File: src/rtl/c1_frame_scheduler.sv
// rtl/c1_frame_scheduler.sv - frame controller and 2-way round-robin arbiter for the C1 layer
module c1_frame_scheduler #(
  parameter int NUM_REQ = 2,
  parameter int IMG_PIX = 1024,
  parameter int OUT_PIX = 784,
  parameter int TIMEOUT = 4096
) (
  input  logic               clk,
  input  logic               reset,
  input  logic [NUM_REQ-1:0] req,
  output logic [NUM_REQ-1:0] grant,
  output logic               frame_done,
  output logic               frame_err,
  output logic               mem_rd_en,
  output logic [10:0]        mem_rd_addr,
  input  logic [7:0]         mem_rd_data,
  output logic               c1_start,
  input  logic               c1_weights_loaded,
  output logic               c1_pixel_valid,
  output logic [7:0]         c1_pixel,
  output logic               c1_conv_ready,
  input  logic               c1_out_valid,
  input  logic               c1_done,
  input  logic               sink_ready
);

  localparam int PW = $clog2(IMG_PIX);
  localparam int TW = $clog2(TIMEOUT + 1);
  localparam logic [PW-1:0] PIX_LAST = PW'(IMG_PIX - 1);
  localparam logic [9:0]    OUT_FULL = 10'(OUT_PIX);
  localparam logic [TW-1:0] TMO_LAST = TW'(TIMEOUT - 1);

  typedef enum logic [2:0] {
    S_IDLE, S_START, S_WAIT_W, S_STREAM, S_DRAIN, S_FINISH, S_ERROR
  } state_t;

  state_t        state, state_nxt;
  logic          owner;
  logic          ptr;
  logic [PW-1:0] pix_cnt;
  logic [9:0]    out_cnt;
  logic [TW-1:0] tmo_cnt;
  logic          overflow;
  logic          done_seen;
  logic          done_q;
  logic          pix_valid_q;
  logic          winner;
  logic          accept;
  logic          done_rise;
  logic          in_frame;

  // Winner is the pointer's requester if it asks, otherwise the other one.
  assign winner    = req[ptr] ? ptr : ~ptr;
  assign accept    = c1_out_valid && c1_conv_ready;
  assign done_rise = c1_done && !done_q;
  assign in_frame  = (state == S_WAIT_W) || (state == S_STREAM) || (state == S_DRAIN);

  // Outputs decode from registered state so reset forces every one to 0 at once.
  assign grant          = (state != S_IDLE) ? (NUM_REQ'(1) << owner) : '0;
  assign c1_start       = (state == S_START);
  assign mem_rd_en      = (state == S_STREAM);
  assign mem_rd_addr    = mem_rd_en ? {owner, pix_cnt} : '0;
  assign c1_pixel_valid = pix_valid_q;
  assign c1_pixel       = pix_valid_q ? mem_rd_data : '0;
  assign c1_conv_ready  = sink_ready && ((state == S_STREAM) || (state == S_DRAIN));
  assign frame_done     = (state == S_FINISH) && !overflow;
  assign frame_err      = (state == S_ERROR) || ((state == S_FINISH) && overflow);

  // State register.
  always_ff @(posedge clk or posedge reset) begin
    if (reset) state <= S_IDLE;
    else       state <= state_nxt;
  end

  // Next-state: DRAIN completion wins over its timeout.
  always_comb begin
    state_nxt = state;
    case (state)
      S_IDLE:   if (req != '0) state_nxt = S_START;
      S_START:  state_nxt = S_WAIT_W;
      S_WAIT_W: begin
        if (c1_weights_loaded)       state_nxt = S_STREAM;
        else if (tmo_cnt == TMO_LAST) state_nxt = S_ERROR;
      end
      S_STREAM: if (pix_cnt == PIX_LAST) state_nxt = S_DRAIN;
      S_DRAIN: begin
        if (out_cnt == OUT_FULL && done_seen)                    state_nxt = S_FINISH;
        else if (!accept && !done_rise && tmo_cnt == TMO_LAST) state_nxt = S_ERROR;
      end
      S_FINISH: state_nxt = S_IDLE;
      S_ERROR:  state_nxt = S_IDLE;
      default:  state_nxt = S_IDLE;
    endcase
  end

  // Owner/pointer, pixel and result counters, timeout and sticky flags.
  always_ff @(posedge clk or posedge reset) begin
    if (reset) begin
      owner       <= 1'b0;
      ptr         <= 1'b0;
      pix_cnt     <= '0;
      out_cnt     <= '0;
      tmo_cnt     <= '0;
      overflow    <= 1'b0;
      done_seen   <= 1'b0;
      done_q      <= 1'b0;
      pix_valid_q <= 1'b0;
    end else begin
      pix_valid_q <= mem_rd_en;
      done_q      <= c1_done;
      case (state)
        S_IDLE:   if (req != '0) owner <= winner;
        S_START: begin
          pix_cnt   <= '0;
          out_cnt   <= '0;
          tmo_cnt   <= '0;
          overflow  <= 1'b0;
          done_seen <= c1_done;
        end
        S_WAIT_W: tmo_cnt <= c1_weights_loaded ? '0 : tmo_cnt + TW'(1);
        S_STREAM: begin
          pix_cnt <= pix_cnt + PW'(1);
          tmo_cnt <= '0;
        end
        S_DRAIN:  tmo_cnt <= (accept || done_rise) ? '0 : tmo_cnt + TW'(1);
        S_FINISH: ptr <= ~owner;
        S_ERROR:  ptr <= ~owner;
        default:  ;
      endcase
      if (in_frame) begin
        if (c1_done) done_seen <= 1'b1;
        if (accept) begin
          if (out_cnt == OUT_FULL) overflow <= 1'b1;
          else                     out_cnt  <= out_cnt + 10'd1;
        end
      end
    end
  end

endmodule

File: config.mk
export PLATFORM = sky130hd
export DESIGN_NAME = c1_frame_scheduler
export DESIGN_NICKNAME = d
export VERILOG_FILES = /design/src/rtl/c1_frame_scheduler.sv
export SDC_FILE = /design/constraint.sdc
export NUM_CORES = 1
export LEC_CHECK = 0
export CAP_MARGIN = 20
export CELL_PAD_IN_SITES_DETAIL_PLACEMENT = 0
export CELL_PAD_IN_SITES_GLOBAL_PLACEMENT = 1
export CORE_MARGIN = 5
export CORE_UTILIZATION = 43
export CTS_CLUSTER_SIZE = 40
export DETAILED_ROUTE_END_ITERATION = 8
export PLACE_DENSITY = 0.83
export SETUP_SLACK_MARGIN = 0.4
export SYNTH_ARGS = -nofsm -noshare
export SYNTH_HDL_FRONTEND = slang
export SYNTH_SLANG_ARGS = --single-unit
File: constraint.sdc
create_clock -name clk -period 2.91 [get_ports clk]
set_clock_uncertainty 0.15 [all_clocks]
set_input_delay 0.582 -clock clk [delete_from_list [all_inputs] [get_ports clk]]
set_output_delay 0.582 -clock clk [all_outputs]
set_load 0.02 [all_outputs]
==> results of run 1 <==
==> area by class of cell <==
cell class	count	area share
flip-flops and latches	42	0.3340
inverters	18	0.02139
repair buffers	52	0.1557
clock inverters	2	0.01189
well taps	72	0.02853
clock buffers	6	0.02298
multi-input cells	209	0.4255
==> power by group <==
part	leakage [nW]	internal, W	switching (W)
Sequential	0.540	0.000719	0.000184
Clock	0.0514	0.000256	0.000201
Combinational	0.865	0.000557	0.000715
Total	1.46	0.00153	0.00110
==> through the flow <==
| step | cells | hold WS, ns | worst slack [ns] |
|---|---|---|---|
| global placement | 392 | 0.3123 | 0.4127 |
| CTS | 400 | 0.3324 | 0.1419 |
| global route | 401 | 0.3766 | 0.2238 |
| finish | 401 | 0.3309 | 0.3459 |
| detailed placement | 392 | 0.3177 | 0.4184 |
| floorplan | 281 | 0.2946 | 0.4646 |
==> flip-flops by register name (all words and copies together) (netlist names) <==
| signal | count |
|---|---|
| tmo_cnt | 13 |
| done_seen | 1 |
| done_q | 1 |
| overflow | 1 |
| pix_cnt | 10 |
| ptr | 1 |
| c1_pixel_valid | 1 |
| state | 3 |
| owner | 1 |
| out_cnt | 10 |
==> synth_stat cells (4+ instances only) <==
cell,n,area share
dfrtp_1,42,0.42
nand2_1,22,0.033
and2_1,21,0.053
inv_1,18,0.027
o21ai_0,18,0.036
nand3_1,15,0.030
nor2_1,13,0.020
a21oi_1,11,0.022
nand4_1,10,0.025
mux2i_1,8,0.032
o211ai_1,8,0.024
o31ai_1,8,0.024
nor4_1,7,0.018
a22o_1,6,0.021
clkbuf_1,6,0.0090
and3_1,5,0.013
nor2b_1,5,0.013
buf_2,4,0.0080
ha_1,4,0.020
nor3_1,4,0.0080
==> path summary, 6_finish.rpt <==
kind                             from          to  cells past startpoint
max in group asynchronous       reset    state[1]                      3
setup / recovery             state[0]    grant[1]                      3
hold reg to reg            out_cnt[9]  out_cnt[9]                      1
hold / removal             out_cnt[9]  out_cnt[9]                      1
min in group asynchronous       reset       owner                      3
setup reg to reg             state[0]  tmo_cnt[9]                      5
==> worst reg2reg max path, delay by kind of cell, from the launching register on <==
| kind | cells | cell delay [ns] |
|---|---|---|
| simple gates | 2 | 0.80 |
| flops | 1 | 0.46 |
| buf+inv | 1 | 0.20 |
| compound gates | 2 | 0.53 |
==> per-layer routing <==
metal  vias up  global-route usage  wire [um]
met2        56              0.2446       2513
met1      1072              0.2476       2987
met4         0             0.03399         17
met5         -                   0          0
met3         4             0.03707        335
li1       1121                   -          -
==> repair_timing <==
item,in CTS,in global routing
setup endpoints to repair,18,15
gates resized for setup,18,13
pin swaps,0,0
buffers inserted,0,1
==> cells by family after synthesis <==
logic type	count (synthesis)
AOI/OAI and AO/OA	67
xor gates and xnor gates	5
adders and majority gates	4
buffers and inverters	30
DFF	42
muxes	9
and+or+nand+nor	124
==> results.md, run 1 <==
* Max-slew violation count at 0
* Reg-to-reg setup timing slack at ~0.69 ns
* Simple-Gate Fraction of Synth Area at 0.2801
* Die extent in y at 86.21 um
* Worst-case clock buffer depth at 2
* Crit-path slowest cell: or3_2
* N_diodes at 0
* Root Driver: clkbuf_8
* Clk slew on worst S/H paths at roughly 0.080 ns
* Final ANT Viol Nets at 0
* Crit. End Element: primary output
* Net count, final at ~350
* Die Width at approximately 86 um
* Multi-input gate area at about 0.0013 mm^2
* CTS buffer count at 5
* DRT Wirelength at 5853 um
* Core footprint at about 0.0056 mm^2
* Power Total at roughly 0.0026 W
* Hold Path Class: register to register
* Max FO, Critical Path at 9
* Status: completed
* Setup repair after global routing missed its margin: true
* Worst Tran Pin Value at roughly 0.54 ns
* Max VDD drop at 0.0004467 V
* Worst path cell trace: or3_2 -> and2_1 -> dlygate4sd2_1
* Post-CTS Hold Buffers at 0
* Post-synth EDFFs at 0
* WS Path Type: register to primary output
* Via density at about 5.6
* Post-DP HPWL at 4340 um
* Std-Cell Rows at 27
* Tot GR Track Use at 0.1653
* Post-synthesis mux area share at 0.03657
* Cells after Synth at about 280
* Clock latency at the later pin of the worst-skew pair at 0.29 ns
* Vias at between 2,000 and 2,500
* Area of placed instances at around 0.0030 mm^2
* Maxcap violations at 0
* FILL cells at 511
* Clock sinks at between 40 and 50
* Post-layout min period at about 2.6 ns
* Initial DRC count at 120
* Netlist cell types at between 40 and 50
* Max-Slew Margin vs Limit at 0.6385
* Io pins at 43
* Worst Path Buf+Inv at 1
* Gpl congestion at ~0.85
* Pre-antenna DRT Iters at 4
* GR Overflow Total at 0
* First-pass GRT wire length at approximately 10,000 um
* Wire length per cell at 14.60 um
* Register area at between 0.001 and 0.0015 mm^2
* Critical path launch point type: register
* IO Port Bufs at between 40 and 50
* Pwr dens at 833.5 mW/mm^2
* Critical path arrival at 1.83 ns
* Synth warn at 0
* Synth Area in Compound Gates at 0.1779
* Final setup violation count at 0
* Max frequency at ~0.39 GHz
* Final Hold Fails at 0
* Synth Flop Type: dfrtp_1
* Area Overhead vs Synth at 26.45%
* Adder-Cell Fraction of Synth Area at 0.02004
* Final Cycle Share at 0.8811
* XOR/XNOR Fraction of Synth Area at 0.01754
* Largest net degree at the start of global routing at between 40 and 50
* Most frequent cells in the layout: dfrtp_1 (39), nand2_1 (22), and2_1 (21), clkdlybuf4s50_1 (21)
* Post-synthesis net count at around 300
* Final setup TNS at 0 ns
* Initial antenna violation count at 0
* CP max stage delay at roughly 0.57 ns
* Vias in the first global route at approximately 2,000
* DRC Markers at 0
* Layout cell share with drive strength beyond 1 at 0.08511
* Crit-path leading delay family: simple AND/OR/NAND/NOR gates
* Worst Path Required at between 2 and 2.5 ns
* Lkg Pwr at 1.456 nW
* DIE AREA at ~0.0074 mm^2
* Largest family of logic cells by synthesized area: simple AND/OR/NAND/NOR gates
* Avg Synthesized Cell Area at between 8 and 9 um^2
* Final Util at 0.5666
* Initial Util at 0.4480
* Most common cell after layout, fill and taps aside: dfrtp_1
* Final instance area at ~0.0032 mm^2
* Seq/Total Area, Yosys at 0.4208
* Synthesized flop and latch total at 42
* CTS H-tree depth at 2
* Asr flop ratio synth at 1.000
* Cell Area, Synth at between 0.002 and 0.0025 mm^2
* CTS tree: done
Note: power is estimated with default switching activity, not from simulation.
==> inputs of run 2 (changes only) <==
==> constraint.sdc (replaced) <==
create_clock -name clk -period 3 [get_ports clk]
set_clock_uncertainty 0.15 [all_clocks]
set_input_delay 0.6 -clock clk [delete_from_list [all_inputs] [get_ports clk]]
set_output_delay 0.6 -clock clk [all_outputs]
set_load 0.02 [all_outputs]
==> results.md, run 2 (same netlist as run 1, synthesis figures left out) <==
* Pwr dens at 825.2 mW/mm^2
* Sequential share of power at 0.332
* Lkg Pwr at between 1 and 1.5 nW
* Wire length per cell at approximately 15 um
* Max frequency at about 0.39 GHz
* DRC Markers at 0
* Status: completed
* DRT Wirelength at between 6000 and 7000 um
* Most frequent cells in the layout: dfrtp_1 (40), clkdlybuf4s50_1 (28), nand2_1 (22)
* Worst-case clock buffer depth at 2
* Worst Path Required at around 2.3 ns
* Maxcap violations at 0
* Gpl congestion at between 0.8 and 0.9
* Regs by FF count: tmo_cnt x13, out_cnt x10, pix_cnt x10
* Reg-to-Reg Start: state[0]
* Critical path launch point type: register
* First-pass GRT wire length at about 10000 um
* Area of placed instances at between 0.003 and 0.004 mm^2
* Worst Min Path Start: out_cnt[9]
* Final setup TNS at 0 ns
* Layout cell share with drive strength beyond 1 at 0.08955
* Max FO, Critical Path at 9
* Most common cell after layout, fill and taps aside: dfrtp_1
* CTS buffer count at 5
* Pre-antenna DRT Iters at 5
* Combinational Power Share at 0.500
* Std-Cell Rows at 27
* Final instance area at approximately 0.0032 mm^2
* Clock latency at the later pin of the worst-skew pair at approximately 0.30 ns
* Final setup violation count at 0
* GR Overflow Total at 0
* Grt met2 use at 0.2460
* Hold Path Sink: out_cnt[9]
* Post-layout min period at ~2.6 ns
* Largest Register: tmo_cnt
* Clock sinks at 42
* IO Port Bufs at 42
* CP Launch Point: state[0]
* Tot GR Track Use at 0.1680
* FILL cells at ~510
* Register area at 0.001054 mm^2
* Initial Util at 0.4480
* Hold depth at 1
* Net count, final at about 350
* Max-Slew Margin vs Limit at 0.6359
* Met1 Resource Use GR at 0.2412
* Largest net degree at the start of global routing at 43
* Root Driver: clkbuf_8
* Final ANT Viol Nets at 0
* Multi-input gate area at ~0.0013 mm^2
* Final Cycle Share at 0.8580
* DIE AREA at about 0.0074 mm^2
* Initial DRC count at 196
* Die Width at roughly 86 um
* Max reg flops at 13
* WS Path Type: register to primary output
* Area Overhead vs Synth at 28.06%
* Io pins at between 40 and 50
* GRT busiest layer: met2
* Vias in the first global route at approximately 2,000
* Vias at ~2,300
* Initial antenna violation count at 0
* Final Hold Fails at 0
* Internal at roughly 0.0015 W
* Worst Tran Pin Value at about 0.55 ns
* Clk slew on worst S/H paths at around 0.08 ns
* CTS tree: done
* Die extent in y at approximately 86 um
* Post-DP HPWL at between 4000 and 5000 um
* Via density at ~5.6
* Net Sw Frac at 0.4130
* GR Util met3 at 0.04087
* Setup repair after global routing missed its margin: true
* Clock power frac at 0.168
* Max VDD drop at ~0.00046 V
* Worst-case reg-to-reg path depth at 5
* CTS H-tree depth at 2
* Hold Path Class: register to register
* Critical path arrival at roughly 1.8 ns
* RR Endpoint: tmo_cnt[9]
* Post-CTS Hold Buffers at 0
* Reg-to-reg setup timing slack at ~0.8 ns
* Max-slew violation count at 0
* Core footprint at 0.005574 mm^2
* Crit. End Element: primary output
* Sw power at 0.001090 W
* N_diodes at 0
run 2: changes by cell type in the layout (fill, tap and decap cells not counted), sizes merged:
cell | previous run | this run
clkinvlp | 1 | 0
buf | 10 | 15
dlymetal6s2s | 7 | 6
clkbuf | 7 | 8
clkdlybuf4s50 | 21 | 28
dlygate4sd2 | 13 | 8
run 2: power groups by stage:
stage | clock (W) | combinational [W] | sequential (W)
2_1_floorplan | 0 | 0.000865 | 0.000809
3_3_place_gp | 0 | 0.00127 | 0.000883
3_5_place_dp | 0 | 0.00129 | 0.000888
4_1_cts | 0.000456 | 0.00126 | 0.000880
5_1_grt | 0.000479 | 0.00145 | 0.000905
6_report | 0.000444 | 0.00132 | 0.000876
run 2: critical path: stages (launching register included):
cell and delay [ns]:
dfrtp_2 0.46, or3_2 0.57, and2_1 0.18, dlygate4sd2_1 0.31
run 2: through the flow:
| stage | worst slack (ns) | cells | power, W | utilization | hold WS [ns] |
|---|---|---|---|---|---|
| floorplan | 0.5366 | 281 | 0.001674 | - | 0.2946 |
| global placement | 0.4691 | 393 | 0.002157 | 0.5441 | 0.3125 |
| detailed placement | 0.4659 | 393 | 0.002176 | 0.5441 | 0.3230 |
| CTS | 0.2544 | 401 | 0.002594 | 0.5621 | 0.3339 |
| global route | 0.3581 | 407 | 0.002839 | 0.5737 | 0.3661 |
| finish | 0.4260 | 407 | 0.002639 | 0.5737 | 0.3362 |
run 2: worst max path at each step:
stage,end,slack (ns),cells past startpoint
6_report,grant[1],0.43,3
5_1_grt,c1_start,0.36,4
4_1_cts,mem_rd_addr[3],0.25,4
3_5_place_dp,mem_rd_addr[3],0.47,4
3_3_place_gp,c1_pixel[0],0.47,3
2_1_floorplan,frame_done,0.54,4
run 2: timing repair:
item / in CTS / in global routing
gates resized for setup: 11 / 8
setup endpoints to repair: 17 / 10
buffers inserted: 0 / 6
run 2: area by class of cell:
| cell class | count | area share |
|---|---|---|
| inverter | 18 | 0.02113 |
| clock inverter | 1 | 0.009390 |
| multi-input combinational | 209 | 0.4182 |
| tap | 72 | 0.02817 |
| timing repair buffer | 58 | 0.1698 |
| sequential | 42 | 0.3294 |
| clock buffer | 7 | 0.02387 |
run 2: per-layer routing:
metal | wire [um] | vias to the layer above
li1 | - | 1132
met1 | 3009 | 1083
met2 | 2666 | 61
met3 | 353 | 10
met4 | 99 | 0
met5 | 0 | -
